`src/rtl/mac_out_fifo.sv`:
```
// Output queue behind MAC stage 5: optional ReLU, end-of-tile tagging, and a
// registered inhibit that freezes stages 1-5 while the queue is full.
module mac_out_fifo #(
    parameter int DEPTH  = 4,
    parameter int CH_NUM = 16
) (
    input  logic                     i_clk,
    input  logic                     i_rst_n,
    input  logic                     i_clr,
    input  logic                     i_relu,
    input  logic                     i_valid,
    input  logic [15:0]              i_conv,
    output logic                     o_inhibit,
    output logic                     o_valid,
    input  logic                     i_ready,
    output logic [15:0]              o_data,
    output logic                     o_last,
    output logic [$clog2(DEPTH):0]   o_level
);

    localparam int AW = $clog2(DEPTH);
    localparam int CW = AW + 1;
    localparam int TW = (CH_NUM > 1) ? $clog2(CH_NUM) : 1;
    localparam logic [CW-1:0] FULL_CNT = CW'(DEPTH);
    localparam logic [TW-1:0] LAST_IDX = TW'(CH_NUM - 1);

    logic [16:0]   mem_q [DEPTH];
    logic [AW-1:0] rd_ptr_q, rd_ptr_d;
    logic [AW-1:0] wr_ptr_q, wr_ptr_d;
    logic [CW-1:0] count_q, count_d;
    logic [TW-1:0] tile_q, tile_d;
    logic          inhibit_q, inhibit_d;

    logic          push, pop, is_last;
    logic [15:0]   wr_data;

    // Handshake: the head transfers on a cycle where o_valid & i_ready are both
    // high; o_data/o_last are held while o_valid=1 and i_ready=0. Upstream is
    // throttled by o_inhibit, so a word offered while inhibited is not taken.
    assign push    = i_valid & ~inhibit_q & ~i_clr;
    assign pop     = o_valid & i_ready & ~i_clr;
    assign is_last = (tile_q == LAST_IDX);
    assign wr_data = (i_relu & i_conv[15]) ? 16'h0000 : i_conv;

    always_comb begin
        rd_ptr_d = rd_ptr_q;
        wr_ptr_d = wr_ptr_q;
        count_d  = count_q;
        tile_d   = tile_q;
        if (i_clr) begin
            rd_ptr_d = '0;
            wr_ptr_d = '0;
            count_d  = '0;
            tile_d   = '0;
        end else begin
            if (push) begin
                wr_ptr_d = wr_ptr_q + 1'b1;
                tile_d   = is_last ? '0 : tile_q + 1'b1;
            end
            if (pop) begin
                rd_ptr_d = rd_ptr_q + 1'b1;
            end
            case ({push, pop})
                2'b10:   count_d = count_q + 1'b1;
                2'b01:   count_d = count_q - 1'b1;
                default: count_d = count_q;
            endcase
        end
        inhibit_d = (count_d == FULL_CNT);
    end

    always_ff @(posedge i_clk or negedge i_rst_n) begin
        if (!i_rst_n) begin
            rd_ptr_q  <= '0;
            wr_ptr_q  <= '0;
            count_q   <= '0;
            tile_q    <= '0;
            inhibit_q <= 1'b0;
        end else begin
            rd_ptr_q  <= rd_ptr_d;
            wr_ptr_q  <= wr_ptr_d;
            count_q   <= count_d;
            tile_q    <= tile_d;
            inhibit_q <= inhibit_d;
        end
    end

    // Storage needs no reset: occupancy alone decides what is visible.
    always_ff @(posedge i_clk) begin
        if (push) begin
            mem_q[wr_ptr_q] <= {is_last, wr_data};
        end
    end

    assign o_valid   = (count_q != '0);
    assign o_data    = o_valid ? mem_q[rd_ptr_q][15:0] : 16'h0000;
    assign o_last    = o_valid ? mem_q[rd_ptr_q][16] : 1'b0;
    assign o_level   = count_q;
    assign o_inhibit = inhibit_q;

endmodule
```
`config.mk`:
```
export PLATFORM = sky130hd
export DESIGN_NAME = mac_out_fifo
export DESIGN_NICKNAME = d
export VERILOG_FILES = /design/src/rtl/mac_out_fifo.sv
export SDC_FILE = /design/constraint.sdc
export NUM_CORES = 1
export LEC_CHECK = 0
export CORE_MARGIN = 4
export CORE_UTILIZATION = 45
export DETAILED_ROUTE_END_ITERATION = 10
export HOLD_SLACK_MARGIN = 0.03
export PLACE_DENSITY = 0.64
export SETUP_SLACK_MARGIN = 0.15
export SLEW_MARGIN = 25
export SYNTH_ARGS = -nofsm -noshare
export SYNTH_HDL_FRONTEND = slang
export SYNTH_SLANG_ARGS = --single-unit
```
`constraint.sdc`:
```
create_clock -name i_clk -period 7.36 [get_ports i_clk]
set_input_delay 0.736 -clock i_clk [delete_from_list [all_inputs] [get_ports i_clk]]
set_output_delay 0.736 -clock i_clk [all_outputs]
set_load 0.1 [all_outputs]
```
==> impl_metrics.yaml <==
grt:
  grt_use_total: 0.1391
  grt_pass1_vias: 1793
  grt_pass1_wl_um: 9059
  antenna_found_initial: 0
  grt_max_degree: 19
  grt_overflow: 0
place:
  dp_hpwl_um: 3485
  io_buffers: 43
  placed_cells: 328
  dpl_cell_area_um2: 3885
  globalplace.congestion: 0.7528
sta:
  rsz0062_at_grt: "false"
  timing.fmax_mhz: 276.4
  relSlewSlack: 0.3491
  hold_viol_final: 0
  final.period_utilization: 0.4915
  worst_pin_slew_ps: 973.4
  finClkSkew_ps: 7.769
  fin_setup_tns_ps: 0
  setup_violations: 0
  finalMaxSlewViolations: 0
  min_period_ps: 3618
yosys:
  synth_edf_count: 68
  syn-cell-area_um2: 3363
  synth_seq_cells: 80
  yosysSeqAreaShare: 0.6964
  ys_warn_count: 0
  synth.net_count: 221
  synth.distinct_cells: 26
  avgSynthCellArea_um2: 17.52
  synthArstFlopShare: 0.1500
  ys.flop_type: "edfxtp_1"
  netlist_instances: 192
final_layout:
  fill_cells: 586
  num_antenna_cells: 0
  layout-drive-gt1-share: 0.1429
  nNetsFinal: 269
  utilization: 0.5615
  area_growth_pct: 21.09
  finalInstanceArea_um2: 4073
  stdcell_count: 344
worst_setup_path:
  crit_fanout: 18
  cp-end-kind: "output port"
  cp_data_arrival_time_ps: 2880
  timing.rr.start: "o_inhibit$_DFF_PN0_"
  critPathRequiredTime_ps: 6620
  rr_worst_depth: 8
  startpoint_type: "flip-flop"
  timing_worst_setup_path_type: "reg -> out"
  crit_path_start: "rd_ptr_q[1]$_DFFE_PN0P_"
cts:
  cts_buffers: 9
  cts_resized: 0
  postCtsSetupRepairBufs: 0
  cts-root-buf: "clkbuf_8"
  cts_hold_buffers: 0
  clockBufferDepth: 2
  htreeDepth: 3
  clk_pin_slew_worst_paths_ps: 70
  cts_sinks: 80
  cts_tree: "yes"
  insertion_delay_ps: 340
routing:
  top_layer: "met4"
  avgRoutedWirePerCell_um: 16.18
  wl_um: 5567
  met1_length_um: 2488
  drtPass1Iterations: 4
  vias: 1727
  route.met2.wl_um: 2761
  drt_iter0_markers: 57
  viasPerCell: 5.020
  postRouteAntennaNets: 0
  drc: 0
  wl_met3_um: 202
power_and_ir_drop:
  p_per_area_nw_per_um2: 275.9
  ir_drop_v: 0.0001421
  p_leak_nw: 1.390
status:
  status: "complete, no violations"
hold_path:
  holdCritStartpoint: "tile_q[3]$_DFFE_PN0P_"
  min_path_cells: 2
  hold_class: "reg -> reg"
floorplanning:
  start_util: 0.4637
  rows: 31
  die_y_um: 94.45
  dieArea_um2: 8921
  fp.dieW_um: 94.45
  core-area_um2: 7253
  io_pins: 44
flow_run:
  cap_violations: 0
-- placed cells by master, fill, tap and decap left out, types with 2 or more instances in the layout --
master / n
edfxtp_1: 68
mux4_2: 17
clkdlybuf4s50_1: 43
nor2_1: 10
or3_1: 3
clkbuf_8: 9
xnor2_1: 2
a21oi_1: 4
xor2_1: 4
buf_4: 2
mux2i_1: 3
inv_1: 4
o21ai_0: 2
nor2b_1: 18
ha_1: 6
and2_1: 19
nand2_1: 3
nand3b_1: 2
dfrtp_1: 12
clkinv_2: 2
-- cell usage after synthesis (all sizes together), types with 3 or more instances --
library cell | n | area (um2)
nand2 | 3 | 11.26
nor2b | 18 | 112.6
mux2i | 3 | 30.03
or3 | 3 | 18.77
nor2 | 10 | 37.54
clkbuf | 4 | 15.01
xor2 | 4 | 35.03
and2 | 19 | 118.9
ha | 6 | 75.07
edfxtp | 68 | 2042
a21oi | 4 | 20.02
buf | 4 | 32.53
inv | 4 | 15.01
dfrtp | 12 | 300.3
mux4 | 17 | 382.9
-- layout make-up --
cell class	instances	area (um2)	area share
Multi-Input combinational cell	100	958.4	0.2353
Clock buffer	10	127.6	0.03134
Inverter	4	15.01	0.003687
Clock inverter	6	60.06	0.01475
Sequential cell	80	2342	0.5751
Timing Repair Buffer	45	445.4	0.1094
Tap cell	99	123.9	0.03041
-- kinds of logic (layout without fill, tap and decap cells) --
kind of cell             Yosys count  count (layout)  share of synthesized area
flip-flops                        80              80                     0.6964
AND/OR/NAND/NOR                   58              58                     0.1001
multiplexers                      20              20                     0.1228
buffers and inverters             12              65                    0.01860
AO/OA/AOI/OAI                      9               9                    0.01823
adder cells (fa/ha/maj)            7               7                    0.02827
XOR/XNOR                           6               6                    0.01562
-- layer usage --
metal | up-vias | track usage
met4 | 0 | 0.06490
met2 | 39 | 0.2264
met1 | 860 | 0.1794
li1 | 818 | -
met5 | - | 0
met3 | 10 | 0.02948
-- stage by stage --
step / worst slack, ps / power (W) / hold slack [ps]
5_1_grt: 3564 / 0.001171 / 602.0
3_3_place_gp: 4051 / 0.0008342 / 542.2
3_5_place_dp: 3961 / 0.0008340 / 549.4
2_1_floorplan: 3797 / 0.0007622 / 440.4
4_1_cts: 3696 / 0.001136 / 559.8
6_report: 3742 / 0.001124 / 554.3
-- power by group --
| part | internal, W | leakage (nW) | switching, W | total, W |
|---|---|---|---|---|
| combinational | 0.0000891 | 0.503 | 0.000209 | 0.000298 |
| clock | 0.000155 | 0.0937 | 0.000148 | 0.000303 |
| sequential | 0.000511 | 0.793 | 0.0000116 | 0.000522 |
-- path summary, 6_finish.rpt --
| kind | to | slack, ps |
|---|---|---|
| max reg2reg | o_inhibit$_DFF_PN0_ | 4790 |
| min in group asynchronous | tile_q[1]$_DFFE_PN0P_ | 760 |
| max in group asynchronous | rd_ptr_q[0]$_DFFE_PN0P_ | 6240 |
| max | o_data[14] | 3740 |
| min reg2reg | tile_q[3]$_DFFE_PN0P_ | 550 |
| min | tile_q[3]$_DFFE_PN0P_ | 550 |
-- sequential cells by signal (all words and copies together) (netlist names) --
register,cells
rd_ptr_q,2
o_level,3
mem_q,68
wr_ptr_q,2
o_inhibit,1
tile_q,4
-- critical path, stage by stage (launching register included) --
cell and delay (ps):
dfrtp_1 920, mux4_2 360, nor2b_1 130, clkdlybuf4s50_1 1140
Note: power is estimated with default switching activity, not from simulation.
